--- src/rtl/execute_unit.sv ---
// Execute stage: single-cycle INT/SHIFT/LOGIC ops, iterative shift-add multiplier,
// persistent {Z,N,C,V} flags and a registered, stallable output stage.
module execute_unit #(
  parameter int WORD    = 32,
  parameter int W_RD    = 5,
  parameter int W_OPC   = 4,
  parameter int W_FLAGS = 4
) (
  input  logic               clk,
  input  logic               rst,
  input  logic               v_i,
  output logic               stall_o,
  input  logic [WORD-1:0]    src_i,
  input  logic [WORD-1:0]    dest_i,
  input  logic               wb_i,
  input  logic [W_RD-1:0]    rd_num_i,
  input  logic [2:0]         dopc_i,
  input  logic [W_OPC-1:0]   opc_i,
  input  logic               stall_i,
  output logic               v_o,
  output logic [W_RD-1:0]    rd_num_o,
  output logic               wb_o,
  output logic [WORD-1:0]    rd_data_o,
  output logic [W_FLAGS-1:0] flags_o
);
  localparam int SH_W  = $clog2(WORD);
  localparam int CNT_W = SH_W + 1;
  localparam logic [1:0] IDLE = 2'd0;
  localparam logic [1:0] MUL  = 2'd1;
  localparam logic [1:0] DONE = 2'd2;

  logic [1:0]          state;
  logic [CNT_W-1:0]    cnt;
  logic                out_free;
  logic                accept;

  logic [SH_W-1:0]     sh_p0;
  logic [WORD:0]       shl_p0;
  logic [WORD:0]       shr_p0;
  logic signed [WORD:0] sra_p0;
  logic [WORD-1:0]     res_p0;
  logic                c_p0, v_p0, fw_p0, wb_ok_p0, is_mul_p0;

  logic [2*WORD-1:0]   prod_p1;
  logic [WORD-1:0]     mcand_p1;
  logic [W_RD-1:0]     rd_num_p1;
  logic                wb_p1;
  logic [WORD:0]       msum_p1;

  // Returns {carry, signed overflow, sum}; subtraction is a + ~b + 1.
  function automatic logic [WORD+1:0] addsub(input logic [WORD-1:0] a,
                                             input logic [WORD-1:0] b,
                                             input logic            sub);
    logic [WORD-1:0] bb;
    logic [WORD:0]   s;
    bb = sub ? ~b : b;
    s  = {1'b0, a} + {1'b0, bb} + {{WORD{1'b0}}, sub};
    return {s[WORD], (a[WORD-1] == bb[WORD-1]) && (s[WORD-1] != a[WORD-1]), s[WORD-1:0]};
  endfunction

  assign out_free = ~(v_o & stall_i);
  assign stall_o  = (state != IDLE) | (v_o & stall_i);
  assign accept   = v_i & ~stall_o;

  // Stage p0: combinational ALU; the extra bit on each shift catches the last bit out.
  assign sh_p0  = src_i[SH_W-1:0];
  assign shl_p0 = {1'b0, dest_i} << sh_p0;
  assign shr_p0 = {dest_i, 1'b0} >> sh_p0;
  assign sra_p0 = $signed({dest_i, 1'b0}) >>> sh_p0;

  always_comb begin
    res_p0    = '0;
    c_p0      = 1'b0;
    v_p0      = 1'b0;
    fw_p0     = 1'b0;
    wb_ok_p0  = 1'b0;
    is_mul_p0 = 1'b0;
    case (dopc_i)
      3'b100: begin
        case (opc_i)
          W_OPC'(0): begin {c_p0, v_p0, res_p0} = addsub(dest_i, src_i, 1'b0); fw_p0 = 1'b1; wb_ok_p0 = 1'b1; end
          W_OPC'(1): begin {c_p0, v_p0, res_p0} = addsub(dest_i, src_i, 1'b1); fw_p0 = 1'b1; wb_ok_p0 = 1'b1; end
          W_OPC'(2): begin {c_p0, v_p0, res_p0} = addsub(dest_i, src_i, 1'b1); fw_p0 = 1'b1; end
          W_OPC'(3): is_mul_p0 = 1'b1;
          default: ;
        endcase
      end
      3'b010: begin
        case (opc_i)
          W_OPC'(0): begin res_p0 = shl_p0[WORD-1:0]; c_p0 = shl_p0[WORD]; fw_p0 = 1'b1; wb_ok_p0 = 1'b1; end
          W_OPC'(1): begin res_p0 = shr_p0[WORD:1];   c_p0 = shr_p0[0];    fw_p0 = 1'b1; wb_ok_p0 = 1'b1; end
          W_OPC'(2): begin res_p0 = sra_p0[WORD:1];   c_p0 = sra_p0[0];    fw_p0 = 1'b1; wb_ok_p0 = 1'b1; end
          default: ;
        endcase
      end
      3'b001: begin
        case (opc_i)
          W_OPC'(0): begin res_p0 = dest_i & src_i; fw_p0 = 1'b1; wb_ok_p0 = 1'b1; end
          W_OPC'(1): begin res_p0 = dest_i | src_i; fw_p0 = 1'b1; wb_ok_p0 = 1'b1; end
          W_OPC'(2): begin res_p0 = dest_i ^ src_i; fw_p0 = 1'b1; wb_ok_p0 = 1'b1; end
          W_OPC'(3): begin res_p0 = ~dest_i;        fw_p0 = 1'b1; wb_ok_p0 = 1'b1; end
          default: ;
        endcase
      end
      default: ;
    endcase
  end

  // Stage p1: shift-add multiplier; multiplier in the low half, partial sum in the high half.
  assign msum_p1 = {1'b0, prod_p1[2*WORD-1:WORD]} + {1'b0, {WORD{prod_p1[0]}} & mcand_p1};

  always_ff @(posedge clk) begin
    if (accept && is_mul_p0) begin
      prod_p1   <= {{WORD{1'b0}}, src_i};
      mcand_p1  <= dest_i;
      rd_num_p1 <= rd_num_i;
      wb_p1     <= wb_i;
    end else if (state == MUL) begin
      prod_p1 <= {msum_p1, prod_p1[WORD-1:1]};
    end
  end

  // Stage p2: FSM and the registered output stage.
  always_ff @(posedge clk) begin
    if (rst) begin
      state     <= IDLE;
      cnt       <= '0;
      v_o       <= 1'b0;
      wb_o      <= 1'b0;
      rd_num_o  <= '0;
      rd_data_o <= '0;
      flags_o   <= '0;
    end else begin
      case (state)
        IDLE: if (accept && is_mul_p0) begin
          state <= MUL;
          cnt   <= CNT_W'(WORD);
        end
        MUL: begin
          cnt <= cnt - 1'b1;
          if (cnt == CNT_W'(1)) state <= DONE;
        end
        DONE: if (out_free) state <= IDLE;
        default: state <= IDLE;
      endcase
      if (out_free) begin
        if (state == DONE) begin
          v_o       <= 1'b1;
          wb_o      <= wb_p1;
          rd_num_o  <= rd_num_p1;
          rd_data_o <= prod_p1[WORD-1:0];
          flags_o   <= {prod_p1[WORD-1:0] == '0, prod_p1[WORD-1], |prod_p1[2*WORD-1:WORD], 1'b0};
        end else if (accept && !is_mul_p0) begin
          v_o       <= 1'b1;
          wb_o      <= wb_i & wb_ok_p0;
          rd_num_o  <= rd_num_i;
          rd_data_o <= res_p0;
          if (fw_p0) flags_o <= {res_p0 == '0, res_p0[WORD-1], c_p0, v_p0};
        end else begin
          v_o  <= 1'b0;
          wb_o <= 1'b0;
        end
      end
    end
  end
endmodule
--- config.mk ---
export PLATFORM = sky130hd
export DESIGN_NAME = execute_unit
export DESIGN_NICKNAME = d
export VERILOG_FILES = /design/src/rtl/execute_unit.sv
export SDC_FILE = /design/constraint.sdc
export NUM_CORES = 1
export LEC_CHECK = 0
export CORE_MARGIN = 1
export CORE_UTILIZATION = 50
export DETAILED_ROUTE_END_ITERATION = 8
export PLACE_DENSITY_LB_ADDON = 0.08
export SETUP_SLACK_MARGIN = 0.15
export SYNTH_ARGS = -nofsm -noshare
export SYNTH_HDL_FRONTEND = slang
export SYNTH_SLANG_ARGS = --single-unit
--- constraint.sdc ---
create_clock -name clk -period 6.75 [get_ports clk]
set_input_delay 1.35 -clock clk [delete_from_list [all_inputs] [get_ports clk]]
set_output_delay 1.35 -clock clk [all_outputs]
set_load 0.005 [all_outputs]
==> out/metrics.cfg, run 1 <==
[worst_setup_path]
end_kind=flop
worstSetupPathType=input port to flop
crit_fanout=12
required_ps=7140
slowest_stage=clkdlybuf4s50_1
rrSetupSlack_ps=1910
slowest_delay_ps=870
crit_family=compound AO/OA/AOI/OAI gates
worstPathArrival_ps=6190
r2r_start=prod_p1[0]
reg2reg_to=prod_p1[62]
critPathBufInv=2
reg2regPathDepth=13
crit_chain=clkdlybuf4s50_1 -> inv_1 -> ha_1 -> a211oi_1 -> o21bai_1 -> a211o_1 -> a211oi_1 -> nor2_1 -> a211o_1 -> a21boi_0 -> nand4_1 -> nor4_1 -> nand4_1 -> or4_1 -> o31ai_2
cp-start-kind=input port

[timing]
fmax_mhz=172
fin_crit_sh_pct=86.1
setup_tns_ps=0
setup_viol=0
tightestPinTransition_ps=1470
hold_viol_final=0
clock-skew-final_ps=15.3
rsz0062_at_grt=false
slew_headroom_pct=0.661
holdWs_ps=454
period_needed_ps=5810
final_max_slew_viol_count=0

[pwr]
vdd_drop_max_mv=0.190
p_leak_nw=7.95
powerDensity_nw_per_um2=174

[clock_network]
holdBufCountCts=0
clock_latency_ps=470
cts_tree=yes
cts_max_level=4
cts_resized=0
post-cts-setup-buffer-count=0
cts.clk_slew.worst_paths_ps=70
clock_path_buffers=2
cts.sinks=153
ctsRootBufferMaster=clkbuf_16
cts_buffers=17

[synthesis]
async_reset_ff_share_pct=0
netlist_area_um2=17300
syn-num-nets=2381
ys_warn_count=0
ys.flop_type=dfxtp_1
yosysTopAreaCell=edfxtp_1
post_synth_num_cell_types=93
syn_area_per_cell_um2=8.01
ys_top_cells_by_area=edfxtp_1 (12%), ha_1 (10%), dfxtp_1 (9.6%)
synth_seq_cells=153
synthCells=2157
synth_seq_area_share_pct=21.8
synth_top_area_share_pct=12.2
synth_edf_count=70

[die]
die_width_um=188
rows=67
start_util_pct=51.2
die_h_um=188
dieArea_um2=35300
io_pins=125
core_um2=33800

[route]
postRouteAntennaNets=0
wl_per_cell_um=27.3
wirelength_um=73600
num_vias=18568
drt-initial-drc-count=2507
vias_per_cell=6.88
drt_pre_antenna_iters=8
drc=0

[place]
gp_congestion=1.11
port_buffers=124
postPlaceCellArea_um2=19100
hpwl_um=56200

[worst_hold_path]
hold_start=rd_data_o[21]
hold_end=rd_data_o[21]
hp-class=flop to flop
min_delay_path_depth=2

[job]
drv_cap=1

[cells_and_area]
final_area_um2=19700
antennaDiodeCount=0
fin_util_pct=58.3
nets=2463
drive_above_1_share_pct=11.2
fillCellCount=3106
syn_to_final_growth_pct=13.9

[global_routing]
antenna_found_initial=0
grt_max_degree=66
gr-total-overflow=0
grt_pass1_wl_um=109000
grt_pass1_vias=17328
track_usage_pct=40.9

[status]
run_status=complete, but fails checks
violations=capacitance limit

## power breakdown
group / total (W) / switching (W) / internal [W]
Combinational: 0.00129 / 0.000782 / 0.000506
Clock: 0.00105 / 0.000489 / 0.000558
Sequential: 0.00108 / 0.0000549 / 0.00103
Total: 0.00342 / 0.00133 / 0.00209
## layout by cell type, fill, tap and decap left out, types with 61 or more instances in the layout
cell	synthesis	routed
nand2_1	216	216
a21oi_1	153	153
clkdlybuf4s50_1	0	117
ha_1	140	140
inv_1	138	137
edfxtp_1	70	70
nand3_1	62	61
o21ai_0	160	160
buf_4	4	80
nor2_1	206	206
dfxtp_1	83	83
mux4_2	73	73
## cell families after synthesis
kind of cell             after synthesis  share of synthesized area [%]
AND/OR/NAND/NOR                      734                           20.1
flip-flops                           153                           21.8
adder cells (fa/ha/maj)              143                           10.5
buffers and inverters                282                           6.75
XOR/XNOR                              41                           2.08
AO/OA/AOI/OAI                        672                           25.8
multiplexers                         132                           13.1
## state kept, by name, summed over array words and instances (netlist names)
| register | cells |
|---|---|
| wb_p1 | 1 |
| mcand_p1 | 32 |
| flags_o | 4 |
| rd_data_o | 32 |
| cnt | 6 |
| rd_num_o | 5 |
| wb_o | 1 |
| prod_p1 | 64 |
| state | 2 |
| v_o | 1 |
| rd_num_p1 | 5 |
## final cells by class
cell class / instances / area, um^2 / share of cell area [%]
Multi-Input combinational cell: 1722 / 12400 / 62.9
Sequential cell: 153 / 3760 / 19.1
Timing Repair Buffer: 205 / 1840 / 9.35
Tap cell: 448 / 561 / 2.85
Inverter: 140 / 526 / 2.67
Clock buffer: 19 / 464 / 2.36
Clock inverter: 13 / 144 / 0.731
## routing by layer
layer | vias up | part of all wire, % | GRT usage (%)
met4 | 0 | 5.6 | 20.8
met5 | - | 0 | 0
met2 | 1315 | 43 | 62.0
li1 | 8217 | - | -
met1 | 8811 | 40 | 54.1
met3 | 225 | 11 | 9.84
## worst reg2reg max path, stage by stage (launching register included)
cell and delay [ps]:
edfxtp_1 1200, and2_1 270, ha_1 240, and4_1 340, or4b_2 620, nor3_1 160
a21oi_1 140, a2111oi_0 780, o31a_1 300, a31oi_1 140, o21bai_1 170, a21oi_1 100
xor2_1 140, o21ai_0 80
## synth_stat cells, drive strengths merged, types with 14 or more instances
master,n
a211oi,51
a21o,27
a21oi,156
a31oi,23
and2,47
and3,14
buf,56
clkbuf,86
dfxtp,83
edfxtp,70
ha,140
inv,140
mux2i,47
mux4,73
nand2,216
nand2b,17
nand3,62
nand4,22
nor2,206
nor2b,16
nor3,48
nor4,30
o211ai,37
o21a,16
o21ai,170
o21bai,15
o221ai,15
o22ai,25
xnor2,24
xor2,17
## per-stage QoR
stage | cells | power (W) | setup WS, ps
2_1_floorplan | 2157 | 0.00191 | 1190
5_1_grt | 2700 | 0.00355 | 808
3_5_place_dp | 2668 | 0.00234 | 595
6_report | 2700 | 0.00342 | 941
3_3_place_gp | 2668 | 0.00232 | 616
4_1_cts | 2700 | 0.00338 | 1080
## worst max path at each step
stage / end / startpoint / cells past startpoint / slack [ps]
after floorplan: flags_o[3] / src_i[2] / 18 / 1190
after global placement: flags_o[3] / dest_i[0] / 16 / 620
after detailed placement: flags_o[3] / dest_i[7] / 15 / 590
after CTS: flags_o[3] / dest_i[7] / 15 / 1080
after global routing: rd_data_o[30] / dest_i[7] / 15 / 810
final: flags_o[3] / dest_i[7] / 15 / 940
Note: power is estimated with default switching activity, not from simulation.
==> run 2: changes to the inputs <==
Settings changed: CELL_PAD_IN_SITES_DETAIL_PLACEMENT set to 0, CELL_PAD_IN_SITES_GLOBAL_PLACEMENT set to 1, CORE_UTILIZATION 50 to 46.
==> run 2 against run 1 <==
The run now ends clean. Sequential share of layout area about the same. Critical path type unchanged. Total power decreased by 0.85%. Utilization decreased by 4.9 points. Critical path depth unchanged. Maximum frequency decreased by 3.4%. Final area decreased by 0.25%.
==> out/metrics.cfg, run 2 (synthesis gave the netlist of run 1 again) <==
[status]
run_status=completed

[place]
port_buffers=124  ; unchanged
hpwl_um=57800  ; +2.9%
gp_congestion=1.06  ; -4.2%

[cells_and_area]
largest_register_ffs=64  ; unchanged
drive_above_1_share_pct=11.0  ; -0.23 points
nets=2455  ; -0.32%
final_cell_mix=nand2_1 (216), nor2_1 (204), o21ai_0 (160)
register_area_um2=3760  ; unchanged
regMostFlops=prod_p1
layout_commonest_cell=nand2_1
biggestRegsByFlops=prod_p1: 64 flops, mcand_p1: 32 flops, rd_data_o: 32 flops
fin_util_pct=53.4  ; -4.9 points
syn_to_final_growth_pct=13.7
fillCellCount=3585  ; +15%
multi_input_area_um2=12400  ; about the same

[clock_network]
cts_buffers=17  ; unchanged
cts_max_level=4  ; unchanged
cts_resized=0  ; unchanged
holdBufCountCts=0  ; unchanged
cts.sinks=153  ; unchanged
post-cts-setup-buffer-count=0  ; unchanged
ctsRootBufferMaster=clkbuf_16
cts.clk_slew.worst_paths_ps=70  ; about the same
cts_tree=yes
clock_path_buffers=2  ; unchanged
clock_latency_ps=470  ; about the same

[die]
core_um2=36800  ; +8.9%
start_util_pct=47.0  ; -4.2 points
dieArea_um2=38400  ; +8.6%
rows=70  ; +4.5%
die_h_um=196  ; +4.2%
io_pins=125  ; unchanged
die_width_um=196  ; +4.2%

[worst_setup_path]
cp-start-kind=input port
rrSetupSlack_ps=2350  ; +440 ps
crit_chain=clkdlybuf4s50_1 -> ha_1 -> inv_1 -> fa_1 -> nand2b_1 -> a211oi_1 -> nor2_1 -> o31ai_1 -> a221oi_1 -> xnor2_1 -> a211o_1 -> nor4_1 -> nand4_1 -> or4_1 -> o31ai_2
critPathBufInv=2  ; unchanged
worstPathArrival_ps=6390  ; +200 ps
crit_fanout=8  ; -4
slowest_stage=nor4_1
end_kind=flop
required_ps=7130  ; about the same
slowest_delay_ps=650  ; -220 ps
crit_family=simple AND/OR/NAND/NOR gates
worstSetupPathType=input port to flop

[global_routing]
antenna_found_initial=4  ; +4
grt_pass1_wl_um=111000  ; +2.3%
gr-total-overflow=0  ; unchanged
track_usage_pct=38.9  ; -2.0 points
grt_pass1_vias=16830  ; -2.9%
grt_max_degree=66  ; unchanged

[route]
drt-initial-drc-count=2345  ; -6.5%
num_vias=18341  ; -1.2%
vias_per_cell=6.76  ; -1.7%
drt_pre_antenna_iters=8  ; unchanged
wirelength_um=75200  ; +2.2%
postRouteAntennaNets=0  ; unchanged
drc=0  ; unchanged
wl_per_cell_um=27.7  ; +1.7%

[job]
drv_cap=0  ; -1

[pwr]
powerDensity_nw_per_um2=172  ; -0.60%
p_comb_share_pct=38.0  ; +0.3 points
p_seq_share_pct=32.0  ; +0.3 points
p_leak_nw=7.90  ; -0.57%
finalPower_w=0.00339  ; -0.85%
power.switching_w=0.00133  ; +0.17%
swShare_pct=39.2  ; +0.40 points
vdd_drop_max_mv=0.157  ; -17%
internal-power_w=0.00206  ; -1.5%
pwr-share-clk_pct=30.1  ; -0.5 points

[timing]
fin_crit_sh_pct=89.1  ; +3.0 points
slew_headroom_pct=26.4  ; +26 points
setup_viol=0  ; unchanged
period_needed_ps=6010  ; +202 ps
clock-skew-final_ps=23.2  ; +7.84 ps
setup_tns_ps=0  ; unchanged
fmax_mhz=166  ; -3.4%
hold_viol_final=0  ; unchanged
rsz0062_at_grt=false
tightestPinTransition_ps=1100  ; -365 ps
final_max_slew_viol_count=0  ; unchanged

[worst_hold_path]
hp-class=flop to flop

## run 2: changes by cell type in the layout (fill, tap and decap cells not counted), sizes merged
cell / change
buf: -8
clkinv: +3
inv: -2
bufinv: -1
diode: +1
## run 2: tightest hold or removal path, stage by stage (launching register included)
cell	delay, ps
dfxtp_1	310
nand2_1	50
a21oi_1	50
## run 2: power groups by stage
stage | combinational (W) | sequential [W] | clock, W
floorplan | 0.000826 | 0.00109 | 0
global placement | 0.00123 | 0.00110 | 0
detailed placement | 0.00124 | 0.00110 | 0
CTS | 0.00125 | 0.00108 | 0.00103
global route | 0.00137 | 0.00109 | 0.00106
finish | 0.00129 | 0.00108 | 0.00102
## run 2: metal layers
| metal | up-vias | wire length (um) | global-route usage, % | share of wire [%] |
|---|---|---|---|---|
| met5 | - | 103 | 1.53 | 0.14 |
| met2 | 1130 | 31900 | 57.9 | 42 |
| met4 | 6 | 3980 | 19.0 | 5.3 |
| li1 | 8184 | - | - | - |
| met1 | 8815 | 31200 | 53.0 | 42 |
| met3 | 206 | 7990 | 8.66 | 11 |
## run 2: path summary, 6_finish.rpt
path / from / to / cells after the start
worst min-delay path: rd_data_o[7] / rd_data_o[7] / 2
worst max-delay path: dest_i[0] / flags_o[3] / 15
worst min register to register: rd_data_o[7] / rd_data_o[7] / 2
worst max register to register: prod_p1[0] / prod_p1[62] / 14
## run 2: stage by stage
stage | cells | hold WS [ps] | instance area (um^2) | setup slack (ps)
6_report | 2713 | 453 | 19600 | 739
5_1_grt | 2712 | 475 | 19600 | 495
4_1_cts | 2712 | 456 | 19600 | 949
3_5_place_dp | 2680 | 447 | 19000 | 458
3_3_place_gp | 2680 | 442 | 19000 | 520
2_1_floorplan | 2157 | 447 | 17300 | 1190
## run 2: cell type report
class	count	area share, %
well taps	468	2.98
repair buffers	197	9.01
clock inverters	13	0.618
diodes	1	0.0127
inverters	140	2.67
multi-input cells	1722	63.1
clock buffers	19	2.42
flip-flops and latches	153	19.2
